### src/rtl/wb_stage_if.sv
// MEM->WB handshake bundle.
//   mem2wb_bus   : {id_multiply, wdest[4:0], we, mem_result[31:0], dm_addr[31:0], pc[31:0]}
//   mem2wb_valid : MEM stage holds a valid instruction
//   wb_allowin   : WB accepts the bus at this clock edge
// master = MEM stage side, slave = WB stage side.
interface wb_stage_if;
    logic [102:0] mem2wb_bus;
    logic         mem2wb_valid;
    logic         wb_allowin;

    modport master (output mem2wb_bus, output mem2wb_valid, input  wb_allowin);
    modport slave  (input  mem2wb_bus, input  mem2wb_valid, output wb_allowin);
endinterface

### src/rtl/wb_stage.sv
// Write-back stage. Holds one instruction from MEM and drives the register-file
// write port, ID forwarding, hazard/controller status and the debug trace.
// Multiply instructions wait for the multi-cycle multiplier and retire with its
// product in place of mem_result.
// Ports:
//   clk, rst                     clock, synchronous active-high reset
//   mem2wb (slave)               MEM->WB bus / valid / allowin
//   mul_result_i, mul_valid_i    multiplier product and its 1-cycle strobe
//   rf_we_o/rf_waddr_o/rf_wdata_o                register-file write port
//   forward_wb2id_data_o/_valid_o                forwarding to ID
//   ctl_wb_dest_o, ctl_wb_over_o                 hazard/controller status
//   mul_err_o                                    sticky multiplier error
//   debug_wb_pc_o/_rf_wen_o/_rf_wnum_o/_rf_wdata_o   debug trace
module wb_stage #(
    parameter int MUL_TIMEOUT = 64
) (
    input  logic        clk,
    input  logic        rst,
    wb_stage_if.slave   mem2wb,
    input  logic [31:0] mul_result_i,
    input  logic        mul_valid_i,
    output logic        rf_we_o,
    output logic [4:0]  rf_waddr_o,
    output logic [31:0] rf_wdata_o,
    output logic [31:0] forward_wb2id_data_o,
    output logic        forward_wb2id_valid_o,
    output logic [4:0]  ctl_wb_dest_o,
    output logic        ctl_wb_over_o,
    output logic        mul_err_o,
    output logic [31:0] debug_wb_pc_o,
    output logic [3:0]  debug_wb_rf_wen_o,
    output logic [4:0]  debug_wb_rf_wnum_o,
    output logic [31:0] debug_wb_rf_wdata_o
);
    localparam int CNT_W = (MUL_TIMEOUT > 2) ? $clog2(MUL_TIMEOUT) : 1;

    typedef enum logic [1:0] {EMPTY, RETIRE, WAIT_MUL, MUL_RETIRE} state_t;

    state_t      r_state;
    logic [31:0] r_pc;
    logic [31:0] r_res;
    logic        r_we;
    logic [4:0]  r_wdest;
    logic [31:0] r_mul_wdata;
    logic [31:0] r_buf;
    logic        r_buf_vld;
    logic [CNT_W-1:0] r_cnt;
    logic        r_mul_err;

    // Bus field split
    logic        w_bus_mul;
    logic [4:0]  w_bus_wdest;
    logic        w_bus_we;
    logic [31:0] w_bus_res;
    logic [31:0] w_bus_pc;
    logic        w_unused_dm_addr;

    assign w_bus_mul        = mem2wb.mem2wb_bus[102];
    assign w_bus_wdest      = mem2wb.mem2wb_bus[101:97];
    assign w_bus_we         = mem2wb.mem2wb_bus[96];
    assign w_bus_res        = mem2wb.mem2wb_bus[95:64];
    assign w_bus_pc         = mem2wb.mem2wb_bus[31:0];
    assign w_unused_dm_addr = ^mem2wb.mem2wb_bus[63:32];

    logic w_allowin, w_accept, w_retiring, w_occupied, w_buf_consume;
    logic [31:0] w_wdata;

    // All outputs are forced low during the reset cycle, hence the !rst terms.
    assign w_allowin     = !rst && (r_state != WAIT_MUL);
    assign w_accept      = mem2wb.mem2wb_valid && w_allowin;
    assign w_retiring    = !rst && (r_state == RETIRE || r_state == MUL_RETIRE);
    assign w_occupied    = !rst && (r_state != EMPTY);
    assign w_buf_consume = (r_state == WAIT_MUL) && r_buf_vld;
    assign w_wdata       = (r_state == MUL_RETIRE) ? r_mul_wdata : r_res;

    always_ff @(posedge clk) begin
        if (rst) begin
            r_state     <= EMPTY;
            r_pc        <= '0;
            r_res       <= '0;
            r_we        <= 1'b0;
            r_wdest     <= '0;
            r_mul_wdata <= '0;
            r_buf       <= '0;
            r_buf_vld   <= 1'b0;
            r_cnt       <= '0;
            r_mul_err   <= 1'b0;
        end else begin
            case (r_state)
                WAIT_MUL: begin
                    if (r_buf_vld) begin
                        // Buffered early result takes priority over a new strobe.
                        r_mul_wdata <= r_buf;
                        r_cnt       <= '0;
                        r_state     <= MUL_RETIRE;
                    end else if (mul_valid_i) begin
                        r_mul_wdata <= mul_result_i;
                        r_cnt       <= '0;
                        r_state     <= MUL_RETIRE;
                    end else if (r_cnt == CNT_W'(MUL_TIMEOUT - 1)) begin
                        r_mul_wdata <= '0;
                        r_mul_err   <= 1'b1;
                        r_cnt       <= '0;
                        r_state     <= MUL_RETIRE;
                    end else begin
                        r_cnt <= r_cnt + 1'b1;
                    end
                end
                default: begin
                    if (w_accept) begin
                        r_pc    <= w_bus_pc;
                        r_res   <= w_bus_res;
                        r_we    <= w_bus_we;
                        r_wdest <= w_bus_wdest;
                        r_cnt   <= '0;
                        r_state <= w_bus_mul ? WAIT_MUL : RETIRE;
                    end else begin
                        r_state <= EMPTY;
                    end
                end
            endcase

            // One-entry early-result buffer. A strobe seen in WAIT_MUL with an
            // empty buffer is consumed directly above and not stored.
            if (mul_valid_i) begin
                if (r_state == WAIT_MUL && !r_buf_vld) begin
                    r_buf_vld <= 1'b0;
                end else if (r_buf_vld && !w_buf_consume) begin
                    r_mul_err <= 1'b1;      // overflow: new value dropped
                end else begin
                    r_buf     <= mul_result_i;
                    r_buf_vld <= 1'b1;
                end
            end else if (w_buf_consume) begin
                r_buf_vld <= 1'b0;
            end
        end
    end

    assign mem2wb.wb_allowin = w_allowin;

    assign rf_we_o               = w_retiring && r_we && (r_wdest != 5'd0);
    assign rf_waddr_o            = rf_we_o ? r_wdest : 5'd0;
    assign rf_wdata_o            = rf_we_o ? w_wdata : 32'd0;
    assign forward_wb2id_data_o  = rf_wdata_o;
    assign forward_wb2id_valid_o = w_retiring;
    assign ctl_wb_dest_o         = (w_occupied && r_we) ? r_wdest : 5'd0;
    assign ctl_wb_over_o         = w_retiring;
    assign mul_err_o             = !rst && r_mul_err;
    assign debug_wb_pc_o         = w_retiring ? r_pc : 32'd0;
    assign debug_wb_rf_wen_o     = {4{rf_we_o}};
    assign debug_wb_rf_wnum_o    = rf_waddr_o;
    assign debug_wb_rf_wdata_o   = rf_wdata_o;
endmodule

### src/flat_wrapper.sv
// flat-port wrapper written by rule: the top's interface ports become plain ports
module wb_stage_flat 
#(
    parameter int MUL_TIMEOUT = 64
)
  (clk, rst, mul_result_i, mul_valid_i, rf_we_o, rf_waddr_o, rf_wdata_o, forward_wb2id_data_o, forward_wb2id_valid_o, ctl_wb_dest_o, ctl_wb_over_o, mul_err_o, debug_wb_pc_o, debug_wb_rf_wen_o, debug_wb_rf_wnum_o, debug_wb_rf_wdata_o, mem2wb_mem2wb_bus, mem2wb_mem2wb_valid, mem2wb_wb_allowin);
  wb_stage_if mem2wb_i ();
  input  logic clk;
  input  logic rst;
  input  logic [31:0] mul_result_i;
  input  logic mul_valid_i;
  output logic rf_we_o;
  output logic [4:0] rf_waddr_o;
  output logic [31:0] rf_wdata_o;
  output logic [31:0] forward_wb2id_data_o;
  output logic forward_wb2id_valid_o;
  output logic [4:0] ctl_wb_dest_o;
  output logic ctl_wb_over_o;
  output logic mul_err_o;
  output logic [31:0] debug_wb_pc_o;
  output logic [3:0] debug_wb_rf_wen_o;
  output logic [4:0] debug_wb_rf_wnum_o;
  output logic [31:0] debug_wb_rf_wdata_o;
  input wire logic [$bits(mem2wb_i.mem2wb_bus)-1:0] mem2wb_mem2wb_bus;
  input wire logic [$bits(mem2wb_i.mem2wb_valid)-1:0] mem2wb_mem2wb_valid;
  output wire logic [$bits(mem2wb_i.wb_allowin)-1:0] mem2wb_wb_allowin;
  assign mem2wb_i.mem2wb_bus = mem2wb_mem2wb_bus;
  assign mem2wb_i.mem2wb_valid = mem2wb_mem2wb_valid;
  assign mem2wb_wb_allowin = mem2wb_i.wb_allowin;
  wb_stage #(.MUL_TIMEOUT(MUL_TIMEOUT)) u_core (.clk(clk), .rst(rst), .mem2wb(mem2wb_i), .mul_result_i(mul_result_i), .mul_valid_i(mul_valid_i), .rf_we_o(rf_we_o), .rf_waddr_o(rf_waddr_o), .rf_wdata_o(rf_wdata_o), .forward_wb2id_data_o(forward_wb2id_data_o), .forward_wb2id_valid_o(forward_wb2id_valid_o), .ctl_wb_dest_o(ctl_wb_dest_o), .ctl_wb_over_o(ctl_wb_over_o), .mul_err_o(mul_err_o), .debug_wb_pc_o(debug_wb_pc_o), .debug_wb_rf_wen_o(debug_wb_rf_wen_o), .debug_wb_rf_wnum_o(debug_wb_rf_wnum_o), .debug_wb_rf_wdata_o(debug_wb_rf_wdata_o));
endmodule
### config.mk
export PLATFORM = sky130hd
export DESIGN_NAME = wb_stage_flat
export DESIGN_NICKNAME = d
export VERILOG_FILES = /design/src/rtl/wb_stage_if.sv /design/src/rtl/wb_stage.sv /design/src/flat_wrapper.sv
export SDC_FILE = /design/constraint.sdc
export NUM_CORES = 1
export LEC_CHECK = 0
export ABC_CLOCK_PERIOD_IN_PS = 2420
export CAP_MARGIN = 40
export CORE_MARGIN = 8
export CORE_UTILIZATION = 45
export DETAILED_ROUTE_END_ITERATION = 6
export GPL_ROUTABILITY_DRIVEN = 0
export PLACE_DENSITY = 0.91
export SLEW_MARGIN = 20
export SYNTH_ARGS = -nofsm -noshare
export SYNTH_HDL_FRONTEND = slang
export SYNTH_SLANG_ARGS = --single-unit
### constraint.sdc
create_clock -name clk -period 2.42 [get_ports clk]
set_input_delay 0.363 -clock clk [delete_from_list [all_inputs] [get_ports clk]]
set_output_delay 0.363 -clock clk [all_outputs]
set_load 0.01 [all_outputs]
==> flow_metrics.tcl <==
set metrics [dict create \
    synth-async-reset-ratio 0 \
    crit_buf_inv 3 \
    place_ws_ns 0.142 \
    arrival_ns 2.09 \
    report.final.slew_viol_count 0 \
    period_needed_ns 2.45 \
    insertedDiodeCount 0 \
    crit_fanout 8 \
    rsz0062_at_grt "true" \
    hpwl_um 16200 \
    critPathCaptureType "primary output" \
    setup_viol 16 \
    final.setup.worst_slack_ns -0.0327 \
    crit_type "reg -> out" \
    path_clk_slew_ns 0.06 \
    clock-sinks 144 \
    grt_pass1_vias 7164 \
    finalHoldViolations 0 \
    synth_top_area_cell "dfxtp_1" \
    synthFlopType "dfxtp_1" \
    drt-initial-drc-count 399 \
    routed_via_density 5.43 \
    cpPeakStageDelay_ns 0.54 \
    syn2layout_area_growth_pct 33.8 \
    syn_avg_cell_area_sq_um 8.82 \
    die_y_um 146 \
    vias 6852 \
    critPathSlowestCell "or4_4" \
    yosysWarnings 0 \
    synth.area.top_cells "dfxtp_1 38%, mux2_2 9.0%, buf_4 7.4%" \
    final.setup_skew_ns 0.0113 \
    ys_seq_area_frac 0.378 \
    pin_count 291 \
    post-route-period-util 1.01 \
    worst_pin_slew_ns 0.779 \
    drive_above_1_share 0.269 \
    outcome "complete, but fails checks" \
    overflow 0 \
    drc_errors 0 \
    slew_headroom 0.481 \
    syn_nets 1008 \
    dieWidth_um 146 \
    synth_top_area_share 0.378 \
    htree_levels 4 \
    row_count 47 \
    grt_max_degree 66 \
    final_area_sq_um 10200 \
    required_ns 2.06 \
    start_util 0.460 \
    ctsRootBufferMaster "clkbuf_16" \
    ys_seq_elements 144 \
    cts_tree "done" \
    synth.distinct_cells 39 \
    antenna_found_initial 0 \
    place_area_sq_um 9860 \
    drt-wirelength-per-cell_um 18.7 \
    wirelength_um 23700 \
    cp-start-kind "flip-flop" \
    synthesis.area_sq_um 7640 \
    grt_first_pass_wirelength_um 37400 \
    track_usage 0.213 \
    firstDrtPassIters 5 \
    antenna_left 0 \
    layout_common_cells "156 x clkdlybuf4s50_1, 141 x dfxtp_1, 132 x nand2_1" \
    holdBufCountCts 0 \
    worstPathCellList "or4_4, o21ai_4, buf_4, buf_12, a21oi_1, clkdlybuf4s15_2" \
    cts_buffers 17 \
    core_region_area_sq_um 16600 \
    nFillCells 1377 \
    postLayoutCoreUtil 0.616 \
    fp.dieArea_sq_um 21400 \
    fmax_mhz 408 \
    failed_checks "negative setup slack" \
    io_buffer_count 258 \
    p_per_area_nw_per_um2 624 \
    hold_path_class "in -> reg" \
    synth_edf_count 0 \
    syn_inst 866 \
    fin_nets 1173 \
    leakage_nw 4.07 \
    clockBufferDepth 2 \
    max_cap_viol_count 0 \
    ir_worst_vdd_v 0.000508 \
    crit_family "simple AND/OR/NAND/NOR gates" \
    layout_commonest_cell "clkdlybuf4s50_1" \
    clk_latency_ns 0.42 \
]
## routing by layer
layer	vias to the layer above	global-route usage	share of wire
li1	3232	-	-
met1	3269	0.229	0.38
met2	309	0.367	0.49
met3	42	0.0893	0.10
met4	0	0.0788	0.026
met5	-	0	0
## synthesized netlist by cell type (5+ instances only)
library cell and number:
dfxtp_1 144, clkbuf_1 34, nand3_1 5, and2_1 76
nor2b_1 75, buf_4 75, a221oi_1 33, mux2_1 11
a21oi_1 70, inv_1 5, nand4_1 5, a211oi_2 30
mux2_2 61, buf_2 36, a31oi_1 33, nand2_1 132
## through the flow
stage / setup TNS (ns) / instances / hold slack (ns) / power [mW]
3_3_place_gp: 0 / 1224 / 0.437 / 3.57
5_1_grt: -2.83 / 1262 / 0.364 / 6.61
2_1_floorplan: 0 / 866 / 0.432 / 3.24
3_5_place_dp: 0 / 1224 / 0.443 / 3.61
4_1_cts: -3.52 / 1266 / 0.345 / 6.40
6_report: -0.362 / 1262 / 0.350 / 6.37
## power breakdown
| group | switching, mW | internal (mW) |
|---|---|---|
| Sequential | 0.0934 | 2.55 |
| Clock | 1.04 | 1.75 |
| Combinational | 0.449 | 0.483 |
| Total | 1.59 | 4.79 |
## cell type report
class                           count  area, sq um  share of cell area
Multi-Input combinational cell    565         3890               0.381
Clock inverter                     12          183              0.0179
Tap cell                          220          275              0.0269
Sequential cell                   144         2890               0.282
Clock buffer                       18          439              0.0430
Timing Repair Buffer              296         2510               0.246
Inverter                            7         26.3             0.00257
## sequential cells by signal (all words and copies together), names as in the netlist
name and count:
u_core.r_mul_err 1, u_core.r_cnt 6, u_core.r_state 2, u_core.r_buf_vld 1, u_core.r_buf 32, u_core.r_pc 32, u_core.r_mul_wdata 32, u_core.r_wdest 5
u_core.r_we 1, u_core.r_res 32
## logic make-up (layout without fill, tap and decap cells)
| kind of cell | Yosys count | after routing | share of synthesized area |
|---|---|---|---|
| AND/OR/NAND/NOR | 309 | 309 | 0.212 |
| AO/OA/AOI/OAI | 181 | 181 | 0.176 |
| buffers and inverters | 157 | 333 | 0.124 |
| flip-flops | 144 | 144 | 0.378 |
| multiplexers | 72 | 72 | 0.106 |
| adder cells (fa/ha/maj) | 3 | 3 | 0.00492 |
## worst min-delay path, cell delays in order
cell     delay (ns)
buf_6          0.10
nor2b_1        0.13
mux2_2         0.16
## path summary, 6_finish.rpt
path	end	start	slack, ns	depth (start not counted)
min reg2reg	u_core.r_buf[13]	u_core.r_buf[13]	0.45	2
max	forward_wb2id_data_o[20]	u_core.r_wdest[3]	-0.03	6
max reg2reg	u_core.r_buf[19]	u_core.r_state[0]	0.35	8
min	u_core.r_we	rst	0.35	3
## repair_timing
action / CTS / global route
resized for setup: 368 / 63
pin swaps: 0 / 2
gates cloned: 1 / 0
buffers inserted: 11 / 0
endpoints found under the setup margin: 105 / 95
Note: power is estimated with default switching activity, not from simulation.
